===== config.mk =====
export PLATFORM = sky130hd
export DESIGN_NAME = alu_issue_unit_flat
export DESIGN_NICKNAME = d
export VERILOG_FILES = /design/src/rtl/alu_issue_unit_if.sv /design/src/rtl/alu_issue_unit.sv /design/src/flat_wrapper.sv
export SDC_FILE = /design/constraint.sdc
export NUM_CORES = 1
export LEC_CHECK = 0
export CORE_MARGIN = 2
export CORE_UTILIZATION = 43
export DETAILED_ROUTE_END_ITERATION = 12
export PLACE_DENSITY = 0.92
export SLEW_MARGIN = 0
export SYNTH_ARGS = -nofsm -noshare
export SYNTH_HDL_FRONTEND = slang
export SYNTH_SLANG_ARGS = --single-unit

===== constraint.sdc =====
create_clock -name clk -period 3.8 [get_ports clk]
set_input_delay 0.95 -clock clk [delete_from_list [all_inputs] [get_ports clk]]
set_output_delay 0.95 -clock clk [all_outputs]
set_load 0.01 [all_outputs]

===== src/rtl/alu_issue_unit_if.sv =====
// ALU issue bus: request, ALU select/operand and response signal bundle.
// Latency: none (wiring only).
// Backpressure: req_valid/req_ready on the request side, rsp_valid/rsp_ready on the response side.
//
// Modports:
//   master - the issue unit: consumes requests, drives alu_a/alu_b/alu_sel,
//            reads alu_out, produces responses.
//   slave  - the surroundings: decode stage, the 32-bit ALU and the result sink.
interface alu_issue_unit_if #(
    parameter int DATA_W = 32
);
    // request from instruction decode
    logic              req_valid;
    logic              req_ready;
    logic [5:0]        req_op;
    logic [5:0]        req_funct;
    logic [DATA_W-1:0] req_rs;
    logic [DATA_W-1:0] req_rt;
    logic [15:0]       req_imm;

    // ALU select/operand bus (alu_out is combinational from the other three)
    logic [DATA_W-1:0] alu_a;
    logic [DATA_W-1:0] alu_b;
    logic [2:0]        alu_sel;
    logic [DATA_W-1:0] alu_out;

    // response
    logic              rsp_valid;
    logic              rsp_ready;
    logic [DATA_W-1:0] rsp_data;
    logic              rsp_zero;
    logic              rsp_err;
    logic              rsp_ovf;

    modport master (
        input  req_valid, req_op, req_funct, req_rs, req_rt, req_imm,
        output req_ready,
        output alu_a, alu_b, alu_sel,
        input  alu_out,
        output rsp_valid, rsp_data, rsp_zero, rsp_err, rsp_ovf,
        input  rsp_ready
    );

    modport slave (
        output req_valid, req_op, req_funct, req_rs, req_rt, req_imm,
        input  req_ready,
        input  alu_a, alu_b, alu_sel,
        output alu_out,
        input  rsp_valid, rsp_data, rsp_zero, rsp_err, rsp_ovf,
        output rsp_ready
    );
endinterface


===== src/rtl/alu_issue_unit.sv =====
// ALU issue unit: decodes MIPS opcode/funct into an ALU select, registers operands, returns the ALU result with flags.
// Latency: legal request 2 cycles accept-to-rsp_valid, illegal request 1 cycle; one request in flight (3-cycle best throughput).
// Backpressure: response held in RESP until rsp_ready; req_ready is low everywhere except IDLE.
//
// Ports:
//   clk    - rising-edge clock
//   rst_n  - synchronous active-low reset (req_ready forced low while asserted)
//   bus    - alu_issue_unit_if.master: req_* in, alu_a/alu_b/alu_sel out, alu_out in,
//            rsp_valid/rsp_data/rsp_zero/rsp_err/rsp_ovf out, rsp_ready in
//
// Optional feature: define ALU_ISSUE_OVF_EN to capture signed overflow of add/addi/sub
// into rsp_ovf. Without it rsp_ovf is constant 0 and no overflow logic exists.
module alu_issue_unit #(
    parameter int DATA_W = 32   // operand/result width; the attached ALU only supports 32
) (
    input  logic             clk,
    input  logic             rst_n,
    alu_issue_unit_if.master bus
);

    // ALU select encoding (3'b011 is never issued)
    localparam logic [2:0] SEL_ADD = 3'b000;
    localparam logic [2:0] SEL_XOR = 3'b001;
    localparam logic [2:0] SEL_SUB = 3'b010;
    localparam logic [2:0] SEL_SLT = 3'b100;
    localparam logic [2:0] SEL_NOR = 3'b101;
    localparam logic [2:0] SEL_AND = 3'b110;
    localparam logic [2:0] SEL_OR  = 3'b111;

    localparam logic [1:0] ST_IDLE = 2'd0;
    localparam logic [1:0] ST_EXEC = 2'd1;
    localparam logic [1:0] ST_RESP = 2'd2;

    logic [1:0]        state;
    logic [DATA_W-1:0] alu_a_q;
    logic [DATA_W-1:0] alu_b_q;
    logic [2:0]        alu_sel_q;
    logic [DATA_W-1:0] rsp_data_q;
    logic              rsp_zero_q;
    logic              rsp_err_q;

    // ------------------------------------------------------------------
    // Decode
    // ------------------------------------------------------------------
    logic              dec_legal;
    logic [2:0]        dec_sel;
    logic [DATA_W-1:0] dec_b;
    logic [DATA_W-1:0] imm_sext;
    logic [DATA_W-1:0] imm_zext;
`ifdef ALU_ISSUE_OVF_EN
    logic              dec_ovf_add;   // signed add: add, addi
    logic              dec_ovf_sub;   // signed sub: sub only (not subu, not branches)
`endif

    assign imm_sext = {{(DATA_W-16){bus.req_imm[15]}}, bus.req_imm};
    assign imm_zext = {{(DATA_W-16){1'b0}}, bus.req_imm};

    always_comb begin
        dec_legal = 1'b1;
        dec_sel   = SEL_ADD;
        dec_b     = bus.req_rt;
`ifdef ALU_ISSUE_OVF_EN
        dec_ovf_add = 1'b0;
        dec_ovf_sub = 1'b0;
`endif
        case (bus.req_op)
            6'h00: begin
                case (bus.req_funct)
                    6'h20: begin
                        dec_sel = SEL_ADD;
`ifdef ALU_ISSUE_OVF_EN
                        dec_ovf_add = 1'b1;
`endif
                    end
                    6'h21: dec_sel = SEL_ADD;
                    6'h22: begin
                        dec_sel = SEL_SUB;
`ifdef ALU_ISSUE_OVF_EN
                        dec_ovf_sub = 1'b1;
`endif
                    end
                    6'h23: dec_sel = SEL_SUB;
                    6'h24: dec_sel = SEL_AND;
                    6'h25: dec_sel = SEL_OR;
                    6'h26: dec_sel = SEL_XOR;
                    6'h27: dec_sel = SEL_NOR;
                    6'h2A: dec_sel = SEL_SLT;
                    default: dec_legal = 1'b0;
                endcase
            end
            6'h08: begin
                dec_sel = SEL_ADD;
                dec_b   = imm_sext;
`ifdef ALU_ISSUE_OVF_EN
                dec_ovf_add = 1'b1;
`endif
            end
            6'h09, 6'h23, 6'h2B: begin   // addiu, lw, sw: address/unsigned add
                dec_sel = SEL_ADD;
                dec_b   = imm_sext;
            end
            6'h0A: begin
                dec_sel = SEL_SLT;
                dec_b   = imm_sext;
            end
            6'h0C: begin
                dec_sel = SEL_AND;
                dec_b   = imm_zext;
            end
            6'h0D: begin
                dec_sel = SEL_OR;
                dec_b   = imm_zext;
            end
            6'h0E: begin
                dec_sel = SEL_XOR;
                dec_b   = imm_zext;
            end
            6'h04, 6'h05: dec_sel = SEL_SUB;   // beq/bne compare via subtract, B = rt
            default: dec_legal = 1'b0;
        endcase
    end

    // ------------------------------------------------------------------
    // Control and datapath registers
    // ------------------------------------------------------------------
    always_ff @(posedge clk) begin
        if (!rst_n) begin
            state      <= ST_IDLE;
            alu_a_q    <= '0;
            alu_b_q    <= '0;
            alu_sel_q  <= SEL_ADD;
            rsp_data_q <= '0;
            rsp_zero_q <= 1'b0;
            rsp_err_q  <= 1'b0;
        end else begin
            case (state)
                ST_IDLE: begin
                    if (bus.req_valid) begin
                        if (dec_legal) begin
                            alu_a_q   <= bus.req_rs;
                            alu_b_q   <= dec_b;
                            alu_sel_q <= dec_sel;
                            state     <= ST_EXEC;
                        end else begin
                            // ALU operands left untouched; answer straight away
                            rsp_data_q <= '0;
                            rsp_zero_q <= 1'b1;
                            rsp_err_q  <= 1'b1;
                            state      <= ST_RESP;
                        end
                    end
                end
                ST_EXEC: begin
                    // ALU has had a full cycle to settle on the registered operands
                    rsp_data_q <= bus.alu_out;
                    rsp_zero_q <= (bus.alu_out == '0);
                    rsp_err_q  <= 1'b0;
                    state      <= ST_RESP;
                end
                ST_RESP: begin
                    if (bus.rsp_ready) begin
                        state <= ST_IDLE;
                    end
                end
                default: state <= ST_IDLE;
            endcase
        end
    end

`ifdef ALU_ISSUE_OVF_EN
    logic ovf_add_q;
    logic ovf_sub_q;
    logic rsp_ovf_q;

    always_ff @(posedge clk) begin
        if (!rst_n) begin
            ovf_add_q <= 1'b0;
            ovf_sub_q <= 1'b0;
            rsp_ovf_q <= 1'b0;
        end else begin
            case (state)
                ST_IDLE: begin
                    if (bus.req_valid) begin
                        ovf_add_q <= dec_legal & dec_ovf_add;
                        ovf_sub_q <= dec_legal & dec_ovf_sub;
                        if (!dec_legal) begin
                            rsp_ovf_q <= 1'b0;
                        end
                    end
                end
                ST_EXEC: begin
                    // add: operands agree in sign, result does not
                    // sub: operands differ in sign, result differs from A
                    rsp_ovf_q <= (ovf_add_q && (alu_a_q[DATA_W-1] == alu_b_q[DATA_W-1])
                                            && (bus.alu_out[DATA_W-1] != alu_a_q[DATA_W-1]))
                              || (ovf_sub_q && (alu_a_q[DATA_W-1] != alu_b_q[DATA_W-1])
                                            && (bus.alu_out[DATA_W-1] != alu_a_q[DATA_W-1]));
                end
                default: ;
            endcase
        end
    end

    assign bus.rsp_ovf = rsp_ovf_q;
`else
    assign bus.rsp_ovf = 1'b0;
`endif

    // ------------------------------------------------------------------
    // Outputs
    // ------------------------------------------------------------------
    assign bus.req_ready = rst_n && (state == ST_IDLE);
    assign bus.rsp_valid = (state == ST_RESP);
    assign bus.alu_a     = alu_a_q;
    assign bus.alu_b     = alu_b_q;
    assign bus.alu_sel   = alu_sel_q;
    assign bus.rsp_data  = rsp_data_q;
    assign bus.rsp_zero  = rsp_zero_q;
    assign bus.rsp_err   = rsp_err_q;

endmodule

===== src/flat_wrapper.sv =====
// flat-port wrapper written by rule: the top's interface ports become plain ports
module alu_issue_unit_flat 
#(
    parameter int DATA_W = 32                                                             
)
  (clk, rst_n, bus_req_valid, bus_req_op, bus_req_funct, bus_req_rs, bus_req_rt, bus_req_imm, bus_req_ready, bus_alu_a, bus_alu_b, bus_alu_sel, bus_alu_out, bus_rsp_valid, bus_rsp_data, bus_rsp_zero, bus_rsp_err, bus_rsp_ovf, bus_rsp_ready);
  alu_issue_unit_if #(.DATA_W(DATA_W)) bus_i ();
  input  logic clk;
  input  logic rst_n;
  input wire logic [$bits(bus_i.req_valid)-1:0] bus_req_valid;
  input wire logic [$bits(bus_i.req_op)-1:0] bus_req_op;
  input wire logic [$bits(bus_i.req_funct)-1:0] bus_req_funct;
  input wire logic [$bits(bus_i.req_rs)-1:0] bus_req_rs;
  input wire logic [$bits(bus_i.req_rt)-1:0] bus_req_rt;
  input wire logic [$bits(bus_i.req_imm)-1:0] bus_req_imm;
  output wire logic [$bits(bus_i.req_ready)-1:0] bus_req_ready;
  output wire logic [$bits(bus_i.alu_a)-1:0] bus_alu_a;
  output wire logic [$bits(bus_i.alu_b)-1:0] bus_alu_b;
  output wire logic [$bits(bus_i.alu_sel)-1:0] bus_alu_sel;
  input wire logic [$bits(bus_i.alu_out)-1:0] bus_alu_out;
  output wire logic [$bits(bus_i.rsp_valid)-1:0] bus_rsp_valid;
  output wire logic [$bits(bus_i.rsp_data)-1:0] bus_rsp_data;
  output wire logic [$bits(bus_i.rsp_zero)-1:0] bus_rsp_zero;
  output wire logic [$bits(bus_i.rsp_err)-1:0] bus_rsp_err;
  output wire logic [$bits(bus_i.rsp_ovf)-1:0] bus_rsp_ovf;
  input wire logic [$bits(bus_i.rsp_ready)-1:0] bus_rsp_ready;
  assign bus_i.req_valid = bus_req_valid;
  assign bus_i.req_op = bus_req_op;
  assign bus_i.req_funct = bus_req_funct;
  assign bus_i.req_rs = bus_req_rs;
  assign bus_i.req_rt = bus_req_rt;
  assign bus_i.req_imm = bus_req_imm;
  assign bus_req_ready = bus_i.req_ready;
  assign bus_alu_a = bus_i.alu_a;
  assign bus_alu_b = bus_i.alu_b;
  assign bus_alu_sel = bus_i.alu_sel;
  assign bus_i.alu_out = bus_alu_out;
  assign bus_rsp_valid = bus_i.rsp_valid;
  assign bus_rsp_data = bus_i.rsp_data;
  assign bus_rsp_zero = bus_i.rsp_zero;
  assign bus_rsp_err = bus_i.rsp_err;
  assign bus_rsp_ovf = bus_i.rsp_ovf;
  assign bus_i.rsp_ready = bus_rsp_ready;
  alu_issue_unit #(.DATA_W(DATA_W)) u_core (.clk(clk), .rst_n(rst_n), .bus(bus_i));
endmodule

==> impl_metrics.toml, run 1 <==
[outcome]
status = "complete, no violations"

[die]
coreArea_um2 = 10200
io-pin-count = 232
die-area_um2 = 11200
die_w_um = 106
die_h_um = 106
num_rows = 37
initial_core_util = 0.437

[clocking]
clock-root-buffer = "clkbuf_8"
cts.repair.resized = 0
cts.sinks = 103
clk_latency_ns = 0.35
htreeDepth = 3
numCtsBuffers = 9
cts_setup_buffers = 0
cts_tree = "built"
hold_buffers = 0
clk_path_buf_depth = 2
clkSlewWorstSetupHoldPaths_ns = 0.09

[place]
gp_congestion = 0.841
dp_hpwl_mm = 10.3
io_buffer_count = 230
placed_cells = 853

[routing]
drtIter0Drc = 229
drc = 0
avgRoutedWirePerCell_um = 16.0
avgViaCountPerCell = 5.19
routed_wl_mm = 13.9
drtPass1Iterations = 6
final_antenna_net_count = 0
num_vias = 4511

[sta]
maxSlewHeadroom = 0.167
period_share = 0.835
setup_violations = 0
hold_viol = 0
tightest_slew_ns = 1.25
slew_viol_final = 0
rsz0062_at_grt = "false"
worst_clock_skew_ns = 0.0161
finalCriticalPeriod_ns = 3.17
hold_ws_ns = 0.463
max_freq_mhz = 315
final.setup.tns_ns = 0

[power_and_ir_drop]
power_leakage_nw = 2.51
ir_drop_v = 0.000164
power_density_nw_per_um2 = 312
finalPower_mw = 2.17

[worst_setup_path]
critPathMaxFanout = 2
required_ns = 2.85
start_kind = "input port"
path_class = "input port to primary output"
end_kind = "primary output"
cp.arrival_ns = 2.22
reg2reg_depth = 6
reg2reg_slack_ns = 1.76

[logic_synthesis]
netlist_area_um2 = 4450
ys_types = 45
yosysWarnings = 0
syn_inst = 521
synth_largest_area_cell = "dfxtp_1"
avgSynthCellArea_um2 = 8.54
ys_ff_latch = 103
ys.flop_type = "dfxtp_1"
syn_nets = 649
synth_top_area_frac = 0.464
async_flop_share = 0
synth_edf_count = 0
yosys-top-cells-area = "dfxtp_1, nand2_1, a211oi_1"
synth_seq_area_share = 0.464

[job]
drv_cap = 0

[cells_and_area]
drive_above_1_share = 0.0668
diodes = 0
postLayoutCoreUtil = 0.685
final_nets = 856
instances_no_fill = 869
area_growth_pct = 56.8
nFillCells = 787

[global_route]
grt_pass1_wl_mm = 22.2
grt_max_degree = 55
grt_antenna_before_repair = 0
grt_pass1_vias = 4584
grt_overflow_total = 0
grt_usage = 0.244

[worst_hold_path]
hold_class = "flip-flop to flip-flop"
hold_depth = 2
## routing by layer
metal / vias up / GRT usage / part of all wire
met4: 0 / 0.0865 / 0.024
met3: 22 / 0.0588 / 0.075
met1: 2117 / 0.269 / 0.38
li1: 2191 / - / -
met2: 181 / 0.452 / 0.52
met5: - / 0 / 0
## Yosys cell counts, types with 2 or more instances
library cell,n
a21oi_1,5
nand2b_1,3
buf_4,7
o21ai_0,3
nand2_1,120
dfxtp_1,103
nand3_1,2
a21boi_1,28
buf_6,2
a211oi_1,32
nor4_1,8
o21ai_1,22
buf_2,9
and2_1,21
nor2b_1,4
inv_1,3
nor3b_1,2
nor3_1,6
o211a_1,2
clkbuf_1,24
nor2_1,49
nor3_2,15
a2bb2oi_1,11
mux2i_1,18
nand4_1,2
## power breakdown
part           leakage [nW]  switching [mW]  internal [mW]
registers             0.834          0.0199           1.11
logic                  1.59           0.168          0.235
clock network        0.0879           0.390          0.246
total                  2.51           0.579           1.59
## cell type report
| cell class | instances | area [um2] | share of cell area |
|---|---|---|---|
| Multi-Input combinational cell | 371 | 2170 | 0.311 |
| Timing Repair Buffer | 239 | 2380 | 0.342 |
| Sequential cell | 103 | 2060 | 0.296 |
| Tap cell | 136 | 170 | 0.0244 |
| Clock buffer | 9 | 124 | 0.0178 |
| Inverter | 4 | 15.0 | 0.00215 |
| Clock inverter | 7 | 53.8 | 0.00772 |
## through the flow
stage / setup slack (ns) / cell area, um2
2_1_floorplan: 1.12 / 4450
3_3_place_gp: 0.615 / 6800
3_5_place_dp: 0.449 / 6800
4_1_cts: 0.610 / 6970
5_1_grt: 0.576 / 6970
6_report: 0.628 / 6970
## sequential cells by signal, indices dropped and copies added (netlist names)
signal and count:
u_core.bus.rsp_zero 1, u_core.bus.alu_b 32, u_core.bus.rsp_data 32, u_core.bus.alu_sel 3
u_core.bus.alu_a 32, u_core.bus.rsp_err 1, u_core.state 2
## critical path, cell delays in order
cell             delay, ns
clkdlybuf4s50_1       0.50
inv_2                 0.05
nor3_1                0.13
clkdlybuf4s50_1       0.60
## placed cells by master, fill, tap and decap left out, types with 5 or more instances in the layout
master and count:
clkbuf_8 9, a2bb2oi_1 11, nor3_2 15, nor4_1 8, nor2_1 49, o21ai_1 22
nor3_1 6, mux2i_1 18, clkdlybuf4s50_1 230, a21oi_1 5, a211oi_1 32, buf_4 8
and2_1 21, a21boi_1 28, dfxtp_1 103, nand2_1 120
## final timing paths
kind / start / end
hold / removal: u_core.bus.alu_a[18]$_SDFFE_PN0P_ / u_core.bus.alu_a[18]$_SDFFE_PN0P_
hold reg to reg: u_core.bus.alu_a[18]$_SDFFE_PN0P_ / u_core.bus.alu_a[18]$_SDFFE_PN0P_
setup reg to reg: u_core.state[1]$_SDFFE_PN0P_ / u_core.bus.alu_b[13]$_SDFFE_PN0P_
setup / recovery: rst_n / bus_req_ready
## cell families (layout without fill, tap and decap cells)
group | count (synthesis) | count (layout) | share of synthesized area
other cells | 1 | 1 | 0.000843
mux | 18 | 18 | 0.0405
buf+inv | 47 | 259 | 0.0515
xor+xnor | 2 | 2 | 0.00394
flops | 103 | 103 | 0.464
simple gates | 236 | 236 | 0.253
compound gates | 114 | 114 | 0.187
Power figures use the tool's default switching activity.
==> inputs of run 2 (changes only) <==
CORE_UTILIZATION = 40   (was 43)
PLACE_DENSITY = 0.87   (was 0.92)
clock period = 3.3 ns   (was 3.8 ns; I/O delays follow)
==> run 2 against run 1 <==
Net effect:
- via count shrank 0.60%
- hold slack lost 0.0057 ns
- clock skew shrank 0.0070 ns
- first-iteration DRC count grew 14%
- global-route usage shrank 2.0 points
- power grew 14%
- non-clock buffer count grew 2
- sequential share of layout area shrank 0.14 points
- routed wire length shrank 1.2%
- utilization shrank 3.8 points
- final area grew 0.47%
==> impl_metrics.toml, run 2 (synthesized netlist as in run 1, its figures left out) <==
[outcome]
status = "complete, no violations"

[worst_setup_path]
reg2reg_depth = 3
cp_slowest_stage_delay_ns = 0.60
reg2reg_to = "u_core.bus.rsp_zero$_SDFFE_PN0P_"
crit_chain = "clkdlybuf4s50_1, inv_2, nor3_1, clkdlybuf4s50_1"
path_class = "input port to primary output"
required_ns = 2.47
start_kind = "input port"
slowest_stage = "clkdlybuf4s50_1"
r2r_start = "u_core.state[0]$_SDFFE_PN0P_"
critPathMaxFanout = 2
end_kind = "primary output"
reg2reg_slack_ns = 1.39
cp.arrival_ns = 2.22
crit_path_frequent_cell = "clkdlybuf4s50_1"

[sta]
hold_ws_ns = 0.457
max_freq_mhz = 328
tightest_slew_ns = 1.15
fin_ws_ns = 0.252
maxSlewHeadroom = 0.227
setup_violations = 0
finalCriticalPeriod_ns = 3.05
final.setup.tns_ns = 0
period_share = 0.924
rsz0062_at_grt = "false"
slew_viol_final = 0
worst_clock_skew_ns = 0.00910
hold_viol = 0

[global_route]
grt_util_met1 = 0.246
grtUsageMet3 = 0.0581
grt_pass1_vias = 4340
grt_usage = 0.224
grt_antenna_before_repair = 0
grt.busiest_layer = "met2"
grt_pass1_wl_mm = 21.1
grt_overflow_total = 0
grtUsageMet2 = 0.407
grt_max_degree = 75

[routing]
avgRoutedWirePerCell_um = 15.8
drtIter0Drc = 261
num_vias = 4484
final_antenna_net_count = 0
routed_wl_mm = 13.8
drtPass1Iterations = 4
drc = 0
avgViaCountPerCell = 5.13

[clocking]
numCtsBuffers = 9
clkSlewWorstSetupHoldPaths_ns = 0.09
htreeDepth = 3
cts_tree = "built"
cts.repair.resized = 0
clk_latency_ns = 0.35
cts.sinks = 103
cts_setup_buffers = 0
clk_path_buf_depth = 2
hold_buffers = 0
clock-root-buffer = "clkbuf_8"

[place]
dp_hpwl_mm = 10.3
gp_congestion = 0.828
placed_cell_area_um2 = 6840
io_buffer_count = 230
placed_cells = 859
pre_cts_ws_ns = 0.215

[die]
initial_core_util = 0.410
num_rows = 38
coreArea_um2 = 10800
die_w_um = 109
die-area_um2 = 12000
die_h_um = 109
io-pin-count = 232

[cells_and_area]
diodes = 0
final_common_cell = "clkdlybuf4s50_1"
final_nets = 858
fin_area_um2 = 7010
nFillCells = 896
instances_no_fill = 874
mostFrequentLayoutCells = "clkdlybuf4s50_1, nand2_1, dfxtp_1"
drive_above_1_share = 0.0654
area_growth_pct = 57.5
postLayoutCoreUtil = 0.646

[power_and_ir_drop]
combPwrFrac = 0.190
power.share.clock = 0.283
ir_drop_v = 0.000196
power_density_nw_per_um2 = 353
swShare = 0.252
p_sw_mw = 0.622
power_frac_seq = 0.527
p_int_mw = 1.85
power_leakage_nw = 2.52
finalPower_mw = 2.47

[worst_hold_path]
hold_end = "u_core.bus.alu_a[0]$_SDFFE_PN0P_"
hp-start = "u_core.bus.alu_a[0]$_SDFFE_PN0P_"
hold_class = "flip-flop to flip-flop"
hold_depth = 2

[job]
drv_cap = 0
-- run 2: cell types whose count changed in the layout (fill, tap and decap cells not counted) --
cell	change
buf_12	+2
clkbuf_1	+2
clkbuf_8	+1
clkinv_2	-1
inv_6	-2
inv_8	-1
-- run 2: worst max path at each step --
stage / start / end / slack, ns / depth (start not counted)
after floorplan: rst_n / bus_req_ready / 0.87 / 4
after global placement: rst_n / bus_req_ready / 0.27 / 4
final: rst_n / bus_req_ready / 0.25 / 4
after detailed placement: bus_req_op[1] / u_core.bus.alu_b[13]$_SDFFE_PN0P_ / 0.22 / 7
after global routing: rst_n / bus_req_ready / 0.23 / 4
after CTS: rst_n / bus_req_ready / 0.26 / 4
-- run 2: cell type report --
type                            instances  area (um2)  area share
Timing Repair Buffer                  241        2420       0.346
Multi-Input combinational cell        371        2170       0.309
Sequential cell                       103        2060       0.294
Tap cell                              140         175      0.0250
Clock buffer                           12         145      0.0207
Clock inverter                          3        20.0     0.00286
Inverter                                4        15.0     0.00214
-- run 2: power by group through the flow --
stage	Clock, mW	Combinational [mW]	Sequential [mW]
CTS	0.714	0.470	1.30
floorplan	0	0.167	1.35
finish	0.698	0.469	1.30
global placement	0	0.457	1.33
global route	0.775	0.503	1.31
detailed placement	0	0.468	1.33
-- run 2: worst max-delay path: cells and delay by family --
kind / cells / cell delay (ns)
and+or+nand+nor: 1 / 0.24
buffers and inverters: 3 / 1.16
-- run 2: metal layers --
metal  routed length, um  part of all wire
met1                5350              0.39
met2                7040              0.51
met3                1070             0.077
met4                 323             0.023
met5                   0                 0
==> inputs of run 3 (changes only) <==
CELL_PAD_IN_SITES_DETAIL_PLACEMENT = 0   (was not set)
CELL_PAD_IN_SITES_GLOBAL_PLACEMENT = 2   (was not set)
CORE_UTILIZATION = 21   (was 40)
PLACE_DENSITY = 0.85   (was 0.87)
==> run 3 against run 2 <==
Net effect:
- power increased by 17%
- final area increased by 4.5%
- critical path depth increased by 3
- via count decreased by 4.2%
- global-route usage decreased by 9.1 points
- die area increased by 87%
- routed wire length increased by 8.5%
- count of clock-buffer cells in the layout decreased by 2
- non-clock buffer count decreased by 2
- critical path type is now input port to flip-flop
- critical endpoint is now u_core.bus.alu_sel[1]$_SDFFE_PN0P_
- largest cell class unchanged
==> impl_metrics.toml, run 3 (synthesized netlist as in run 1, its figures left out) <==
[cells_and_area]
diodes = 0
mostFrequentLayoutCells = "clkdlybuf4s50_1, nand2_1, dfxtp_1"
final_nets = 856
postLayoutCoreUtil = 0.351
drive_above_1_share = 0.0682
nFillCells = 2222
area_growth_pct = 64.7
final_common_cell = "clkdlybuf4s50_1"

[routing]
routed_wl_mm = 15.0
final_antenna_net_count = 0
num_vias = 4295
drc = 0
drtIter0Drc = 179
drtPass1Iterations = 4
avgViaCountPerCell = 4.26
avgRoutedWirePerCell_um = 14.8

[global_route]
grt_antenna_before_repair = 1
grt_max_degree = 55
grt_overflow_total = 0
grt_pass1_vias = 4356
grt_pass1_wl_mm = 23.5
grt_usage = 0.133

[clocking]
cts.sinks = 103
hold_buffers = 0
cts_setup_buffers = 0
htreeDepth = 3
clock-root-buffer = "clkbuf_16"
clk_path_buf_depth = 2
clk_latency_ns = 0.35
cts.repair.resized = 0
cts_tree = "built"
numCtsBuffers = 9
clkSlewWorstSetupHoldPaths_ns = 0.07

[place]
io_buffer_count = 230
dp_hpwl_mm = 10.4
gp_congestion = 0.725

[worst_setup_path]
cp.arrival_ns = 2.80
crit_chain = "clkdlybuf4s50_1, nor4b_4, o2111a_2, a22oi_2, buf_12, a311oi_1, nor3_2"
slowest_stage = "clkdlybuf4s50_1"
reg2reg_depth = 6
start_kind = "input port"
cp_slowest_stage_delay_ns = 0.59
crit_buf_inv = 2
critPathMaxFanout = 49
crit_cells = 7
end_kind = "flip-flop"
crit_family = "buffers and inverters"
path_class = "input port to flip-flop"
required_ns = 3.51

[power_and_ir_drop]
power_leakage_nw = 2.59
ir_drop_v = 0.000223
power_density_nw_per_um2 = 395

[sta]
setup_violations = 0
period_share = 0.784
worst_clock_skew_ns = 0.00559
max_freq_mhz = 386
rsz0062_at_grt = "false"
final.setup.tns_ns = 0
maxSlewHeadroom = 0.538
hold_viol = 0
finalCriticalPeriod_ns = 2.59
slew_viol_final = 0
tightest_slew_ns = 0.693

[die]
die_h_um = 150
num_rows = 53
io-pin-count = 232
die_w_um = 150
initial_core_util = 0.213
coreArea_um2 = 20900
die-area_um2 = 22400

[worst_hold_path]
hold_class = "flip-flop to flip-flop"
hold_depth = 2

[job]
drv_cap = 0

[outcome]
status = "complete, no violations"
## run 3: cell types whose count changed in the layout (fill, tap and decap cells not counted), moves of 2 or more
cell	change
clkinv_4	+2
clkbuf_1	-2
clkbuf_16	+9
buf_4	-4
clkbuf_8	-9
buf_12	+2
## run 3: cell type report
class | count | area [um2] | share of cell area
repair buffers | 239 | 2430 | 0.332
flip-flops and latches | 103 | 2060 | 0.282
well taps | 275 | 344 | 0.0470
clock buffers | 10 | 239 | 0.0326
multi-input cells | 371 | 2170 | 0.296
clock inverters | 6 | 68.8 | 0.00940
inverters | 4 | 15.0 | 0.00205
## run 3: worst register-to-register path: stages, from the launching register on
cell and delay (ns):
dfxtp_1 0.35, nand2b_1 0.23, nor3_1 0.26, a22o_2 0.25, buf_12 0.23, nor2_1 0.09, a211oi_1 0.22
## run 3: path summary, 6_finish.rpt
check	end	slack, ns	from
worst min register to register	u_core.bus.alu_a[14]$_SDFFE_PN0P_	0.45	u_core.bus.alu_a[14]$_SDFFE_PN0P_
worst min-delay path	u_core.bus.alu_a[14]$_SDFFE_PN0P_	0.45	u_core.bus.alu_a[14]$_SDFFE_PN0P_
worst max register to register	u_core.bus.alu_b[12]$_SDFFE_PN0P_	1.57	u_core.state[1]$_SDFFE_PN0P_
worst max-delay path	u_core.bus.alu_sel[1]$_SDFFE_PN0P_	0.71	bus_req_op[1]
## run 3: where the power goes
part	switching, mW	internal [mW]
sequential	0.0204	1.28
combinational	0.194	0.276
clock	0.508	0.614
total	0.723	2.17
## run 3: per-layer routing
metal	part of all wire	wire length [um]	global-route usage	up-vias
li1	-	-	-	2195
met1	0.44	6540	0.165	1961
met2	0.47	7090	0.225	130
met3	0.079	1180	0.0418	9
met4	0.0092	137	0.0314	0
met5	0	0	0	-
## run 3: stage by stage
| stage | total power, mW | cells | area (um2) | hold WS (ns) | worst slack (ns) |
|---|---|---|---|---|---|
| 6_report | 2.89 | 1008 | 7320 | 0.454 | 0.712 |
| 5_1_grt | 3.04 | 1008 | 7320 | 0.471 | 0.591 |
| 3_3_place_gp | 1.81 | 992 | 7010 | 0.441 | 0.378 |
| 2_1_floorplan | 1.51 | 521 | 4450 | 0.479 | 0.872 |
| 3_5_place_dp | 1.81 | 992 | 7010 | 0.445 | 0.324 |
| 4_1_cts | 2.96 | 1008 | 7320 | 0.455 | 0.709 |
